## src/rtl/pwla_pkg.sv

```systemverilog
// Shared types and FRAC_W-derived constants for the piecewise-linear activation unit.
// All constants are exact shift-add values of the PLAN sigmoid approximation.
package pwla_pkg;

   typedef enum logic {
      MODE_SIGMOID = 1'b0,
      MODE_TANH    = 1'b1
   } mode_e;

   typedef logic [1:0] seg_idx_t;

   localparam seg_idx_t SEG_LIN0 = 2'd0;
   localparam seg_idx_t SEG_LIN1 = 2'd1;
   localparam seg_idx_t SEG_LIN2 = 2'd2;
   localparam seg_idx_t SEG_SAT  = 2'd3;

   function automatic int pwla_one(input int frac_w);
      return 1 << frac_w;
   endfunction

   function automatic int pwla_half(input int frac_w);
      return 1 << (frac_w - 1);
   endfunction

   // 0.625 and 0.84375 are 5/8 and 27/32 of ONE.
   function automatic int pwla_off_mid(input int frac_w);
      return (5 << frac_w) >> 3;
   endfunction

   function automatic int pwla_off_hi(input int frac_w);
      return (27 << frac_w) >> 5;
   endfunction

   function automatic int pwla_thr_lo(input int frac_w);
      return 1 << frac_w;
   endfunction

   function automatic int pwla_thr_mid(input int frac_w);
      return (19 << frac_w) >> 3;
   endfunction

   function automatic int pwla_thr_hi(input int frac_w);
      return 5 << frac_w;
   endfunction

endpackage

```

## src/rtl/pwla_segment_eval.sv

```systemverilog
// Combinational PLAN sigmoid on a non-negative magnitude: picks the segment and
// evaluates its shift-add line. Thresholds are inclusive at the lower edge.
module pwla_segment_eval
   import pwla_pkg::*;
#(
   parameter int DATA_W = 16,
   parameter int FRAC_W = 10
) (
   input  logic [DATA_W-2:0] mag,
   output seg_idx_t          seg,
   output logic [DATA_W-2:0] y
);

   localparam int MAG_W = DATA_W - 1;
   localparam logic [MAG_W-1:0] ONE     = MAG_W'(pwla_one(FRAC_W));
   localparam logic [MAG_W-1:0] HALF    = MAG_W'(pwla_half(FRAC_W));
   localparam logic [MAG_W-1:0] OFF_MID = MAG_W'(pwla_off_mid(FRAC_W));
   localparam logic [MAG_W-1:0] OFF_HI  = MAG_W'(pwla_off_hi(FRAC_W));
   localparam logic [MAG_W-1:0] THR_LO  = MAG_W'(pwla_thr_lo(FRAC_W));
   localparam logic [MAG_W-1:0] THR_MID = MAG_W'(pwla_thr_mid(FRAC_W));
   localparam logic [MAG_W-1:0] THR_HI  = MAG_W'(pwla_thr_hi(FRAC_W));

   always_comb begin
      seg = SEG_LIN0;
      y   = (mag >> 2) + HALF;
      if (mag >= THR_HI) begin
         seg = SEG_SAT;
         y   = ONE;
      end else if (mag >= THR_MID) begin
         seg = SEG_LIN2;
         y   = (mag >> 5) + OFF_HI;
      end else if (mag >= THR_LO) begin
         seg = SEG_LIN1;
         y   = (mag >> 3) + OFF_MID;
      end
   end

endmodule

```

## src/rtl/pwla_act_pipe.sv

```systemverilog
// 3-stage pipelined PLAN sigmoid/tanh with valid/ready handshake and signed input.
// Each stage loads when empty or when the stage after it loads; in_ready chains back from out_ready.
module pwla_act_pipe
   import pwla_pkg::*;
#(
   parameter int DATA_W = 16,
   parameter int FRAC_W = 10,
   parameter int TAG_W  = 4
) (
   input  logic              clk,
   input  logic              reset,
   input  logic              in_valid,
   output logic              in_ready,
   input  logic [DATA_W-1:0] in_x,
   input  logic              in_mode,
   input  logic [TAG_W-1:0]  in_tag,
   output logic              out_valid,
   input  logic              out_ready,
   output logic [DATA_W-1:0] out_y,
   output logic [TAG_W-1:0]  out_tag
);

   localparam int MAG_W = DATA_W - 1;
   localparam logic [MAG_W-1:0]        MAG_MAX = '1;
   localparam logic [MAG_W-1:0]        ONE_M   = MAG_W'(pwla_one(FRAC_W));
   localparam logic signed [DATA_W-1:0] ONE_S  = DATA_W'(pwla_one(FRAC_W));

   typedef struct packed {
      logic             vld;
      logic             sign;
      mode_e            mode;
      logic [TAG_W-1:0] tag;
      logic [MAG_W-1:0] a;
   } s1_t;

   typedef struct packed {
      logic             vld;
      logic             sign;
      mode_e            mode;
      logic [TAG_W-1:0] tag;
      logic [MAG_W-1:0] y;
   } s2_t;

   typedef struct packed {
      logic              vld;
      logic [TAG_W-1:0]  tag;
      logic [DATA_W-1:0] y;
   } s3_t;

   s1_t s1_d, s1_q;
   s2_t s2_d, s2_q;
   s3_t s3_d, s3_q;

   logic                     ld1, ld2, ld3;
   logic [DATA_W-1:0]        neg_x;
   logic [MAG_W-1:0]         abs_x;
   seg_idx_t                 seg;
   logic [MAG_W-1:0]         seg_y;
   logic signed [DATA_W-1:0] res;

   assign ld3       = !s3_q.vld || out_ready;
   assign ld2       = !s2_q.vld || ld3;
   assign ld1       = !s1_q.vld || ld2;
   assign in_ready  = ld1;
   assign out_valid = s3_q.vld;
   assign out_y     = s3_q.y;
   assign out_tag   = s3_q.tag;

   // The most negative input negates to itself, so its top bit flags saturation.
   always_comb begin
      neg_x = -in_x;
      if (!in_x[DATA_W-1])
         abs_x = in_x[MAG_W-1:0];
      else if (neg_x[DATA_W-1])
         abs_x = MAG_MAX;
      else
         abs_x = neg_x[MAG_W-1:0];

      s1_d = s1_q;
      if (ld1) begin
         s1_d.vld = in_valid;
         if (in_valid) begin
            s1_d.sign = in_x[DATA_W-1];
            s1_d.mode = mode_e'(in_mode);
            s1_d.tag  = in_tag;
            s1_d.a    = abs_x;
            if (mode_e'(in_mode) == MODE_TANH)
               s1_d.a = abs_x[MAG_W-1] ? MAG_MAX : (abs_x << 1);
         end
      end
   end

   pwla_segment_eval #(
      .DATA_W (DATA_W),
      .FRAC_W (FRAC_W)
   ) u_seg (
      .mag (s1_q.a),
      .seg (seg),
      .y   (seg_y)
   );

   always_comb begin
      s2_d = s2_q;
      if (ld2) begin
         s2_d.vld = s1_q.vld;
         if (s1_q.vld) begin
            s2_d.sign = s1_q.sign;
            s2_d.mode = s1_q.mode;
            s2_d.tag  = s1_q.tag;
            s2_d.y    = (seg == SEG_SAT) ? ONE_M : seg_y;
         end
      end
   end

   // Result spans [-ONE, 2*ONE] before the final register, well inside DATA_W.
   always_comb begin
      res = $signed({1'b0, s2_q.y});
      if (s2_q.sign)
         res = ONE_S - res;
      if (s2_q.mode == MODE_TANH)
         res = (res <<< 1) - ONE_S;

      s3_d = s3_q;
      if (ld3) begin
         s3_d.vld = s2_q.vld;
         if (s2_q.vld) begin
            s3_d.tag = s2_q.tag;
            s3_d.y   = res;
         end
      end
   end

   always_ff @(posedge clk or negedge reset) begin
      if (!reset) begin
         s1_q <= '0;
         s2_q <= '0;
         s3_q <= '0;
      end else begin
         s1_q <= s1_d;
         s2_q <= s2_d;
         s3_q <= s3_d;
      end
   end

endmodule
```

## config.mk

```make
export PLATFORM = sky130hd
export DESIGN_NAME = pwla_act_pipe
export DESIGN_NICKNAME = d
export VERILOG_FILES = /design/src/rtl/pwla_pkg.sv /design/src/rtl/pwla_segment_eval.sv /design/src/rtl/pwla_act_pipe.sv
export SDC_FILE = /design/constraint.sdc
export NUM_CORES = 1
export LEC_CHECK = 0
export CAP_MARGIN = 20
export CORE_MARGIN = 4
export CORE_UTILIZATION = 40
export DETAILED_ROUTE_END_ITERATION = 16
export SLEW_MARGIN = 20
export SYNTH_ARGS = -nofsm -noshare
export SYNTH_HDL_FRONTEND = slang
export SYNTH_SLANG_ARGS = --single-unit
```

## constraint.sdc

```tcl
create_clock -name clk -period 3.6 [get_ports clk]
set_clock_uncertainty 0.15 [all_clocks]
set_input_delay 0.72 -clock clk [delete_from_list [all_inputs] [get_ports clk]]
set_output_delay 0.72 -clock clk [all_outputs]
set_load 0.05 [all_outputs]
```

Yosys cells after proc, flatten, opt, wreduce, memory -nomap -nowiden
Index checks and enable logic that the tools add are counted.
{"block": "classes", "reduce_logical": 9, "n_mux": 13, "n_eq_ne": 1, "magnitude_cmp": 3, "n_addsub": 6}
{"operator": "two-way mux 15 bit", "n": 8}
{"operator": "two-way mux 16 bit", "n": 2}
{"operator": "negator 16 bit", "n": 1}
{"operator": "subtractor 11 x 15 -> 16 bit, first input constant", "n": 1}
{"operator": "subtractor 16 x 12 -> 16 bit, second input constant", "n": 1}
{"operator": ">= comparator 15 x 11 -> 1 bit, second input constant", "n": 1}
{"operator": ">= comparator 15 x 12 -> 1 bit, second input constant", "n": 1}
{"operator": ">= comparator 15 x 13 -> 1 bit, second input constant", "n": 1}
{"operator": "adder 13 x 10 -> 14 bit, second input constant", "n": 1}
{"operator": "adder 12 x 10 -> 13 bit, second input constant", "n": 1}
{"operator": "adder 10 x 10 -> 11 bit, second input constant", "n": 1}
{"operator": "AND reduction 2 bit", "n": 3}
{"operator": "two-way mux 2 bit", "n": 2}
{"operator": "zero test 1 bit", "n": 3}
{"operator": "logical OR 1 bit", "n": 3}
{"operator": "== test 2 bit, second input constant", "n": 1}
{"operator": "two-way mux 1 bit", "n": 1}
{"block": "word_totals", "out_inout_bits": 22, "input_bits": 25, "word_cells": 45, "reg_bits": 65}

Longest topological paths before layout
{"block": "depth", "word_depth": 6, "depth_mapped": 9, "mapped_depth_nobuf": 9}

Hierarchy
Synthesis repeated with hierarchy kept, for this count alone.
{"block": "hier_totals", "hier_cells": 463, "area_unflattened_um2": 4112.7}
{"module": "pwla_act_pipe", "n_inst": 1, "seq_area_each_um2": 1626.6, "cells_per_inst": 392, "area_per_inst_um2": 3564.7}
{"module": "pwla_segment_eval", "n_inst": 1, "seq_area_each_um2": 0.0, "cells_per_inst": 71, "area_per_inst_um2": 548.0}

Worst setup path before layout
OpenSTA, ideal clock, no wires.
{"block": "synth_path", "kind": "input -> register", "startpoint": "input port in_x[1]", "endpoint": "register s1_q[9] (netlist name)", "t_arrival_ps": 2605, "t_required_ps": 3318, "stages": 9, "path_buffers": 1, "slack_ps": 713, "setup_time_ps": 132, "path_cell_list": "inv_1 ha_1 or4b_2 or4_1 nor2_2 o31ai_4 buf_6 o22ai_1 o21ai_1"}
{"block": "synth_between", "elab_chain_len": 5}
{"element": "start, declared", "line": "pwla_act_pipe.sv:14", "text": "input logic [DATA_W-1:0] in_x,"}
{"element": "negator 16 bit *", "line": "pwla_act_pipe.sv:71", "text": "neg_x = -in_x;"}
{"element": "two-way mux 15 bit *", "line": "pwla_act_pipe.sv:74", "text": "else if (neg_x[DATA_W-1])"}
{"element": "two-way mux 15 bit *", "line": "pwla_act_pipe.sv:72", "text": "if (!in_x[DATA_W-1])"}
{"element": "two-way mux 15 bit", "line": "pwla_act_pipe.sv:88", "text": "s1_d.a = abs_x[MAG_W-1] ? MAG_MAX : (abs_x << 1);"}
{"element": "two-way mux 15 bit *", "line": "pwla_act_pipe.sv:87", "text": "if (mode_e'(in_mode) == MODE_TANH)"}
{"element": "end signal, assigned", "line": "pwla_act_pipe.sv:135", "text": "s1_q <= '0;"}
{"element": "end signal, assigned", "line": "pwla_act_pipe.sv:139", "text": "s1_q <= s1_d;"}
{"element": "end, declared", "line": "pwla_act_pipe.sv:50", "text": "s1_t s1_d, s1_q;"}
Every way passes the cells marked *; elsewhere a longest branch is shown, timed or not.
A chain may end at the register's enable or synchronous reset.

Final worst setup path
{"block": "layout_path", "startpoint": "input port out_ready", "endpoint": "output port in_ready"}
{"block": "layout_between", "elab_chain_len": 3}
{"element": "start, declared", "line": "pwla_act_pipe.sv:18", "text": "input logic out_ready,"}
{"element": "logical OR 1 bit", "line": "pwla_act_pipe.sv:61", "text": "assign ld3 = !s3_q.vld || out_ready;"}
{"element": "logical OR 1 bit", "line": "pwla_act_pipe.sv:62", "text": "assign ld2 = !s2_q.vld || ld3;"}
{"element": "logical OR 1 bit", "line": "pwla_act_pipe.sv:63", "text": "assign ld1 = !s1_q.vld || ld2;"}
{"element": "end, declared", "line": "pwla_act_pipe.sv:13", "text": "output logic in_ready,"}
Every way passes these cells.

==> flow_metrics.tcl <==
set metrics [dict create \
    path_depth 4 \
    totalWireLength_um 8280 \
    hp-class "in -> async" \
    crit_family "buffers and inverters" \
    place_ws_ps 123 \
    end_kind "output pin" \
    clk_latency_ps 340 \
    clock-sinks 64 \
    rows 35 \
    final-setup-viol-count 0 \
    multiInputGateArea_mm2 0.00209 \
    synthXorXnorAreaFrac_pct 5.88 \
    cts_root_buf "clkbuf_8" \
    numCtsBuffers 9 \
    crit_path_top_delay_cell "clkdlybuf4s50_1" \
    synth_commonest_cells "72 x nand2_1, 64 x dfrtp_1, 26 x o21ai_0, 19 x clkbuf_1, 17 x xnor2_1" \
    cp-start-kind "primary input" \
    synth.net_count 450 \
    yosysUniqueCellTypes 61 \
    overflow 0 \
    min_period_ps 3140 \
    dieArea_mm2 0.0113 \
    max_freq_mhz 318 \
    dieHeight_um 106 \
    grt_pass1_vias 3077 \
    ant_nets 0 \
    synth_compound_area_share_pct 22.1 \
    clock_path_buffers 2 \
    tns_ps 0 \
    antenna_found_initial 0 \
    gp_congestion 0.831 \
    yosys_warnings 0 \
    synth_area_mm2 0.00385 \
    muxShareOfSynthArea_pct 5.69 \
    synth_seq_cells 64 \
    dp_cells 575 \
    syn_area_per_cell_um2 9.28 \
    ctsResizeCount 0 \
    final_net_count 492 \
    r2r_cells 7 \
    synth_top_family_by_area "compound AO/OA/AOI/OAI gates" \
    die_w_um 106 \
    async_flop_share_pct 100 \
    clkSlewWorstSetupHoldPaths_ps 80 \
    grt_max_degree 45 \
    core_area_mm2 0.00933 \
    synthAdderAreaFrac_pct 3.25 \
    rsz0062_at_grt "false" \
    crit_path_frequent_cell "clkdlybuf4s50_1" \
    syn_inst 415 \
    cp_data_arrival_time_ps 2270 \
    cap_violations 0 \
    cts_tree "done" \
    dr.pass1.iters 5 \
    power_leakage_nw 1.96 \
    avgRoutedWirePerCell_um 14.0 \
    grt_pass1_wl_um 14500 \
    crit_fanout 4 \
    worst_pin_slew_ps 873 \
    path_cells "clkdlybuf4s50_1 > nor2b_1 > nand3_1 > clkdlybuf4s50_1" \
    critical-path-max-stage-delay_ps 840 \
    maxSlewViolCount 0 \
    drt-initial-drc-count 127 \
    post_cts_buffers 0 \
    synth_edf_count 0 \
    ir_worst_vdd_uv 253 \
    dp_hpwl_um 6170 \
    final_cells 591 \
    synth_top_area_share_pct 41.6 \
    hold_buffers 0 \
    synthTopCellsByArea "dfrtp_1 42%, nand2_1 7.0%, mux2_2 4.4%" \
    power.density_mw_per_mm2 617 \
    syn2layout_area_growth_pct 19.6 \
    hold_viol 0 \
    initial_core_util_pct 41.3 \
    track_usage_pct 15.6 \
    yosysMostFrequentCell "nand2_1" \
    portBuffers 46 \
    nFillCells 886 \
    status "finished clean" \
    viasPerCell 5.27 \
    criticalPathCategory "in -> out" \
    maxSlewHeadroom_pct 41.7 \
    register_area_mm2 0.00160 \
    critPathBufInv 2 \
    fin_crit_sh_pct 87.3 \
    cp.required_ps 2730 \
    seq_area_frac_synth_pct 41.6 \
    synth-simple-area-share_pct 17.3 \
    htree_levels 3 \
    vias 3115 \
    ios 47 \
    yosys.area.top_type "dfrtp_1" \
    layout-drive-gt1-share_pct 12.3 \
    hold_slack_ps 212 \
    synth_ff_type "dfrtp_1" \
    n_antenna_cell 0 \
    drc 0 \
    finalPower_mw 2.84 \
    worst_slack_ps 458 \
]
-- state kept, by name, indices dropped and copies added, names as in the netlist --
signal and flops:
out_tag 4, out_valid 1, out_y 16, s1_q 22, s2_q 21
-- worst paths after layout --
check	end	startpoint	slack (ps)
worst max-delay path	in_ready	out_ready	460
worst min-delay path	out_y[15]	reset	210
worst max register to register	out_y[14]	s2_q[2]	900
worst min register to register	out_tag[0]	s2_q[15]	330
max in group asynchronous	out_y[6]	reset	2520
min in group clk	out_tag[0]	s2_q[15]	330
-- layout by cell type (no fill, tap or decap), types with 3 or more instances in the layout --
cell / n
nor2_1: 14
clkdlybuf4s50_1: 45
o22ai_1: 11
nor2b_1: 7
a211oi_1: 4
inv_1: 12
clkbuf_8: 10
and2_1: 4
xor2_1: 7
or3_1: 4
ha_1: 10
dfrtp_1: 64
mux2_2: 15
nor3_1: 9
clkinvlp_4: 3
nor4_1: 3
o21ai_0: 26
o31ai_1: 8
a22o_1: 5
o21ai_1: 16
buf_4: 10
xnor2_1: 17
a31oi_1: 3
a21oi_1: 14
or4_1: 3
nand2b_1: 5
nand3_1: 5
nand2_1: 72
mux2i_1: 5
a21o_1: 5
o41ai_1: 6
-- power by group --
part | total (mW) | internal, mW | leakage, nW | switching (mW)
registers | 1.05 | 0.883 | 0.793 | 0.165
clock network | 0.564 | 0.269 | 0.0845 | 0.295
logic | 1.23 | 0.493 | 1.08 | 0.739
total | 2.84 | 1.65 | 1.96 | 1.20
-- metal layers --
metal,GRT usage (%),routed length (µm)
met5,0,0
met4,4.90,97
met3,2.98,303
met2,25.3,4060
met1,21.1,3820
-- stage by stage --
stage | util [%] | instance area [µm²]
finish | 49.4 | 4610
global route | 49.4 | 4610
CTS | 49.4 | 4600
detailed placement | 47.4 | 4420
global placement | 47.4 | 4420
floorplan | - | 3850
-- worst reg2reg max path, delay by kind of cell, from the launching register on --
kind            cells  cell delay, ps
simple gates        4            1180
flops               1             450
compound gates      1             320
xor+xnor            1             320
fa+ha+maj           1             250
-- kinds of logic (layout without fill, tap and decap cells) --
logic type               Yosys count  in the layout
AND/OR/NAND/NOR                  137            137
multiplexers                      20             20
adder cells (fa/ha/maj)           10             10
flip-flops                        64             64
AO/OA/AOI/OAI                    122            122
XOR/XNOR                          25             25
buffers and inverters             37             84
-- area by class of cell --
cell class,instances,area share (%)
Clock buffer,10,2.99
Clock inverter,6,0.978
Inverter,13,1.06
Multi-Input combinational cell,314,45.3
Sequential cell,64,34.8
Tap cell,129,3.50
Timing Repair Buffer,55,11.4
(Power assumes the default switching activity.)
==> RTL edit: new RTL, same settings <==
Change the parameter `TAG_W` from 4 to 3.
--- a/src/rtl/pwla_act_pipe.sv
+++ b/src/rtl/pwla_act_pipe.sv
@@ -7,3 +7,3 @@
    parameter int FRAC_W = 10,
-   parameter int TAG_W  = 4
+   parameter int TAG_W  = 3
 ) (
Ports: changed (resized in_tag and out_tag); port bits go from 47 to 45. The function was not compared with the original's and may differ.
==> RTL edit against the original RTL <==
Worst setup slack improved by 0.094 ns. Sequential cell count fell by 3. Largest cell class unchanged. Maximum frequency grew 3.1%. Final cell count fell by 2.5%. Wire length shrank 1.1%. Count of clock-buffer cells in the layout down 1. Final area down 2.4%. Area after synthesis fell by 2.3%. Total power up 2.2%.
==> RTL edit: results <==
routing:
  dr.pass1.iters: 6
  via_per_inst: 5.60
  drt_wl_total_mm: 8.19
  drt_iter0_drc: 129
pwr:
  power_leakage_nw: 1.92
  switchingPower_mw: 1.24
  ir_drop_mv: 0.227
final_layout:
  finalNetCount: 494
  drive_above_1_share_pct: 10.5
  fillers: 893
  instances_no_fill: 576
  largest_register: "s1_q"
  largest_register_ffs: 21
clocking:
  post_cts_buffers: 0
  clk_latency_ns: 0.34
  cts.path.max_buffers: 2
  numCtsBuffers: 9
min_path:
  hp-class: "flip-flop to flip-flop"
placed_design:
  port-buffer-count: 44
  dpl_cell_area_sq_um: 4300
  routabilityCongestion: 0.841
  dp_hpwl_mm: 5.98
  placed_cells: 560
  pre_cts_ws_ns: 0.219
synthesis:
  yosys-top-cells-count: "65 x nand2_1, 61 x dfrtp_1, 24 x o21ai_0"
  yosysUniqueCellTypes: 51
  yosys_warnings: 0
  syn_nets: 458
  postSynthCellCount: 424
  synth_area_leaders: "dfrtp_1 41%, nand2_1 6.5%, mux2_2 4.5%, xnor2_1 4.4%, ha_1 3.3%"
  synth_ff_type: "dfrtp_1"
  ys_async_sr_fraction_pct: 100
  ys_seq_area_share_pct: 40.6
global_routing:
  grt_pass1_vias: 3095
  grt_usage_pct: 15.8
  grt_antenna_before_repair: 0
  globalRouteOverflowTotal: 0
  grt_pass1_wl_mm: 14.4
  grt_max_degree: 62
worst_setup_path:
  arrival_ns: 3.12
  cp_slowest_cell: "or4_1"
  cp_max_fo: 6
  slowest_delay_ns: 0.64
  crit_family: "simple AND/OR/NAND/NOR gates"
status:
  status: "finished clean"
timing:
  worstMarginPinSlew_ns: 0.884
[RTL edit: cell types whose count changed after synthesis, moves of 3 or more]
cell,delta
nor4_1,+4
dfrtp_1,-3
a21oi_1,+3
o21ai_1,+3
nand2_1,-7
nand4_1,+3
buf_6,-3
xor2_1,-3
o41ai_1,-3
nand2b_1,+4
clkbuf_1,+4
[RTL edit: cell type report]
type,instances,area [sq um],share of cell area (%)
Timing Repair Buffer,52,495,11.0
Sequential cell,61,1530,33.9
Clock buffer,9,124,2.75
Tap cell,111,139,3.09
Inverter,14,52.6,1.17
Clock inverter,7,75.1,1.67
Multi-Input combinational cell,322,2080,46.4
[RTL edit: power groups by stage]
stage	logic (mW)	registers, mW	clock network [mW]
2_1_floorplan	0.674	1.26	0
3_3_place_gp	1.25	1.03	0
3_5_place_dp	1.27	1.03	0
4_1_cts	1.27	1.02	0.643
5_1_grt	1.39	1.05	0.673
6_report	1.26	1.02	0.625
[RTL edit: cell families (layout without fill, tap and decap cells)]
family	count (synthesis)	in the layout	share of synthesized area (%)
buffers and inverters	41	82	4.19
adder cells (fa/ha/maj)	10	10	3.33
AO/OA/AOI/OAI	123	123	21.2
multiplexers	19	19	5.55
AND/OR/NAND/NOR	147	147	19.8
flip-flops	61	61	40.6
XOR/XNOR	23	23	5.35
[RTL edit: path summary, 6_finish.rpt]
kind                       startpoint    endpoint  slack (ns)  depth (start not counted)
min                          s2_q[15]  out_tag[0]        0.32                          2
min reg2reg                  s2_q[15]  out_tag[0]        0.32                          2
max                           in_x[5]    s1_q[11]        0.55                          7
max reg2reg                   s2_q[0]   out_y[14]        0.88                         10
max in group asynchronous       reset    s1_q[12]        2.41                          2
min in group asynchronous       reset   out_y[13]        0.36                          2
[RTL edit: worst min-delay path, stage by stage (launching register included)]
cell	delay [ns]
dfrtp_1	0.35
nand2_1	0.05
nand2_1	0.05
[RTL edit: metal layers]
metal | share of wire (%) | routed length (um) | GRT usage [%] | vias to the layer above
met5 | 0 | 0 | 0 | -
met4 | 1.5 | 119 | 5.25 | 0
met3 | 3.7 | 305 | 3.71 | 13
met2 | 47 | 3840 | 25.8 | 55
met1 | 48 | 3920 | 20.5 | 1550
li1 | - | - | - | 1607
